--- config.mk ---
export PLATFORM = sky130hd
export DESIGN_NAME = int_seq
export DESIGN_NICKNAME = d
export VERILOG_FILES = /design/src/rtl/int_seq.sv
export SDC_FILE = /design/constraint.sdc
export NUM_CORES = 1
export LEC_CHECK = 0
export BUFFER_PORTS_ARGS = -buffer_cell sky130_fd_sc_hd__buf_2
export CORE_UTILIZATION = 49
export DETAILED_ROUTE_END_ITERATION = 8
export GPL_TIMING_DRIVEN = 0
export PLACE_DENSITY = 0.8
export SYNTH_ARGS = -nofsm -noshare
export SYNTH_HDL_FRONTEND = slang
export SYNTH_SLANG_ARGS = --single-unit
--- constraint.sdc ---
create_clock -name ck -period 2.7 [get_ports ck]
set_clock_uncertainty 0.2 [all_clocks]
set_input_delay 0.135 -clock ck [delete_from_list [all_inputs] [get_ports ck]]
set_output_delay 0.135 -clock ck [all_outputs]
set_load 0.05 [all_outputs]
--- src/rtl/int_seq.sv ---
// int_seq: fixed-priority interrupt sequencer; define INT_EDGE_EN for edge-latched pending requests
module int_seq #(
  parameter int NREQ = 4,
  parameter int PC_W = 8,
  parameter logic [PC_W-1:0] VEC_BASE = 8'hF0
) (
  input  logic            ck,
  input  logic            res,
  input  logic            ck2,
  input  logic [NREQ-1:0] irq,
  input  logic            mask_we,
  input  logic [NREQ-1:0] mask_wdata,
  input  logic            ie_set,
  input  logic            ie_clr,
  input  logic [3:0]      kind,
  input  logic            boundary,
  input  logic [PC_W-1:0] pc,
  input  logic            cc_c,
  input  logic            cc_z,
  output logic            int_c,
  output logic            int_z,
  output logic [PC_W-1:0] int_pc,
  output logic            stall,
  output logic            redirect,
  output logic [PC_W-1:0] vec,
  output logic [NREQ-1:0] int_ack,
  output logic            in_service,
  output logic            ie,
  output logic [NREQ-1:0] mask
);
  localparam int IW = NREQ > 1 ? $clog2(NREQ) : 1;
  typedef enum logic [1:0] {IDLE, SAVE, VECT, SERV} state_t;
  state_t state;
  logic [IW-1:0] idx, win;
  logic [NREQ-1:0] pend, qual;
`ifdef INT_EDGE_EN
  logic [NREQ-1:0] irq_q, clr;
  assign clr = (state == VECT) ? (NREQ'(1) << idx) : '0;
  always_ff @(posedge ck) begin
    if (res) begin
      irq_q <= '0;
      pend <= '0;
    end else if (!ck2) begin
      irq_q <= irq;
      pend <= (pend & ~clr) | (irq & ~irq_q);
    end
  end
`else
  assign pend = irq;
`endif
  assign qual = pend & mask;
  always_comb begin
    win = '0;
    for (int i = NREQ - 1; i >= 0; i--) if (qual[i]) win = IW'(i);
  end
  always_ff @(posedge ck) begin
    if (res) begin
      state <= IDLE;
      idx <= '0;
      ie <= 1'b0;
      mask <= '0;
      int_c <= 1'b0;
      int_z <= 1'b0;
      int_pc <= '0;
      stall <= 1'b0;
      redirect <= 1'b0;
      vec <= '0;
      int_ack <= '0;
      in_service <= 1'b0;
    end else if (!ck2) begin
      redirect <= 1'b0;
      vec <= '0;
      int_ack <= '0;
      if (mask_we) mask <= mask_wdata;
      case (state)
        IDLE: begin
          ie <= ie_clr ? 1'b0 : (ie_set ? 1'b1 : ie);
          if (ie && |qual && boundary && !ie_clr) begin
            state <= SAVE;
            idx <= win;
            stall <= 1'b1;
          end
        end
        SAVE: begin
          int_c <= cc_c;
          int_z <= cc_z;
          int_pc <= pc;
          ie <= 1'b0;
          state <= VECT;
          redirect <= 1'b1;
          vec <= VEC_BASE + PC_W'(idx);
          int_ack <= NREQ'(1) << idx;
        end
        VECT: begin
          state <= SERV;
          stall <= 1'b0;
          in_service <= 1'b1;
        end
        SERV: if (kind == 4'b1000) begin
          state <= IDLE;
          ie <= 1'b1;
          in_service <= 1'b0;
        end
        default: state <= IDLE;
      endcase
    end
  end
endmodule

==> results.py <==
metrics = {
    "logic_synthesis": {
        "synthTopCellsByCount": "28 x dfxtp_1, 26 x nand2_1, 20 x a21oi_1, 17 x nor2_1",
        "yosysMostFrequentCell": "dfxtp_1",
        "ys_top_cells_by_area": "dfxtp_1 44%, a21oi_1 7.9%, nand2_1 7.7%",
        "synthSimpleGateAreaFrac": 0.1900,
        "synthArstFlopShare": 0,
        "synth_top_family_by_area": "compound AO/OA/AOI/OAI gates",
        "synth_cell_types": 30,
        "syn-cell-area_mm2": 0.001271,
        "ys_seq_area_frac": 0.4409,
        "ys_ff_latch": 28,
        "yosysTopAreaCell": "dfxtp_1",
        "synth_area_per_cell_um2": 8.475,
        "synth-edff-count": 0,
        "muxShareOfSynthArea": 0.04724,
        "synth.top_cell.area_share": 0.4409,
        "synthCells": 150,
        "synthFlopType": "dfxtp_1",
        "yosys.area_share.adder": 0.03937,
        "synth-xor-area-share": 0,
        "synth_compound_area_frac": 0.2077,
        "yosysWarningCount": 0,
    },
    "worst_setup_path": {
        "max_stage_delay_ns": 0.44,
        "crit_path_start_kind": "flip-flop",
        "crit_required_ns": 2.76,
        "critPathKind": "reg2reg",
        "r2r_slack_ns": 0.91,
        "cp_top_family": "flip-flops",
        "crit_buf_inv": 1,
        "cpMaxStageDelayCell": "dfxtp_1",
        "cp_cell_sequence": "ha_1, nor2b_1, clkbuf_1, nand2_1, a21oi_1",
        "cp_max_fo": 10,
        "cp_data_arrival_time_ns": 1.84,
        "worst_setup_path_end_kind": "flip-flop",
    },
    "drt": {
        "drc": 0,
        "antenna_left": 0,
        "wl_per_cell_um": 12.39,
        "vias": 1310,
        "drt_first_pass_iters": 5,
        "wl_mm": 3.184,
        "drt_iter0_markers": 31,
        "viasPerCell": 5.097,
    },
    "run": {
        "drv_cap": 0,
    },
    "floorplanning": {
        "design.core.area_mm2": 0.002455,
        "start_util": 0.5178,
        "fp.dieW_um": 52.94,
        "rows": 18,
        "die_height_um": 52.94,
        "dieArea_mm2": 0.002802,
        "io_pins": 59,
    },
    "timing": {
        "finalCritPeriodShare": 0.6619,
        "rsz0062_at_grt": "no",
        "final-setup-viol-count": 0,
        "finalSetupTns_ns": 0,
        "fmax_mhz": 559.6,
        "final-hold-violation-count": 0,
        "post-route-min-period_ns": 1.787,
        "slew_violations": 0,
        "finalWorstSetupSlack_ns": 0.9130,
    },
    "layout": {
        "drive_above_1_share": 0.3128,
        "diodes": 0,
        "multi_input_area_um2": 623.1,
        "area.sequential_um2": 560.5,
        "num-fill-cells": 182,
        "final_cell_area_mm2": 0.001794,
        "syn2layout_area_growth_pct": 41.14,
        "fin_util": 0.7309,
        "nets": 261,
    },
    "global_route": {
        "grt_overflow_total": 0,
        "grt_pass1_wl_mm": 5.002,
        "grt_antenna_before_repair": 0,
        "first_global_vias": 1217,
        "grt_max_degree": 16,
        "grtUsageTotal": 0.2431,
    },
    "placement": {
        "io_buffers": 55,
        "globalplace.congestion": 0.7773,
        "pre_cts_ws_ns": 0.9468,
        "dp_hpwl_mm": 2.085,
        "placed_area_mm2": 0.001588,
    },
    "cts": {
        "clock_latency_ns": 0.32,
        "clk_pin_slew_ns": 0.14,
        "cts_buffer_depth": 2,
        "cts_root_buffer": "clkbuf_4",
        "postCtsSetupRepairBufs": 0,
        "clkSinkCount": 28,
        "cts_tree": "yes",
        "htreeDepth": 1,
        "cts_hold_buf": 17,
        "cts_buffers": 3,
        "ctsResizeCount": 0,
    },
    "power": {
        "p_leak_nw": 0.8094,
        "finalPower_w": 0.0007509,
        "power.density_mw_per_mm2": 418.5,
        "ir_worst_vdd_mv": 0.3745,
    },
    "run_status": {
        "outcome": "finished clean",
    },
    "worst_hold_path": {
        "hold_path.class": "in2reg",
    },
}
-- metal layers --
metal  GRT usage  wire length [um]
met1      0.2632              1244
met2      0.4304              1658
met3     0.05460               184
met4      0.1360                97
met5           0                 0
-- state kept, by name, indices dropped and copies added (netlist names) --
signal      count
in_service      1
state           2
idx             2
vec             3
ie              1
int_z           1
int_ack         4
int_c           1
stall           1
mask            4
int_pc          8
-- metrics by stage --
| stage | cells | hold WS (ns) |
|---|---|---|
| after global routing | 257 | 0.03672 |
| after detailed placement | 236 | 0.1820 |
| after global placement | 236 | 0.1681 |
| final | 257 | 0.02762 |
| after CTS | 257 | 0.02126 |
| after floorplan | 151 | 0.07099 |
-- final timing paths --
check | startpoint | end | cells after the start
setup / recovery | state[0]$_SDFFE_PP0P_ | int_pc[5]$_SDFFE_PP0P_ | 5
hold / removal | kind[2] | ie$_SDFFE_PP0P_ | 5
setup reg to reg | state[0]$_SDFFE_PP0P_ | int_pc[5]$_SDFFE_PP0P_ | 5
hold reg to reg | int_pc[1]$_SDFFE_PP0P_ | int_pc[1]$_SDFFE_PP0P_ | 2
-- cell type report --
type	count	share of cell area
Timing Repair Buffer	72	0.2483
Clock buffer	4	0.02022
Multi-Input combinational cell	105	0.3473
Tap cell	30	0.02092
Sequential cell	28	0.3124
Inverter	4	0.008368
Buffer	14	0.04254
-- worst register-to-register path, cell delays in order (launching register included) --
cell      delay (ns)
dfxtp_1         0.44
ha_1            0.33
nor2b_1         0.16
clkbuf_1        0.34
nand2_1         0.11
a21oi_1         0.14
-- power breakdown --
group / switching [W] / leakage (nW) / internal, W / total, W
Sequential: 0.00000610 / 0.226 / 0.000420 / 0.000426
Clock: 0.000118 / 0.0210 / 0.0000824 / 0.000200
Combinational: 0.0000703 / 0.562 / 0.0000539 / 0.000124
-- kinds of logic (layout without fill, tap and decap cells) --
logic type / Yosys count / after routing
AND/OR/NAND/NOR: 55 / 55
adder cells (fa/ha/maj): 4 / 4
multiplexers: 6 / 6
AO/OA/AOI/OAI: 38 / 38
flip-flops: 28 / 28
buffers and inverters: 18 / 94
other: 1 / 2
-- placed cells by master, fill, tap and decap left out, types with 3 or more instances in the layout --
cell type      netlist  final
nand2b_1             5      5
ha_1                 4      4
dfxtp_1             28     28
buf_4                6      6
a32oi_1              3      3
dlygate4sd3_1        0     17
buf_2                1     56
mux2i_1              6      6
clkbuf_1             5      5
nand2_1             26     26
o21ai_0              3      3
nor2_1              17     17
inv_1                4      4
clkbuf_4             0      3
a21oi_1             20     20
(Power assumes the default switching activity.)
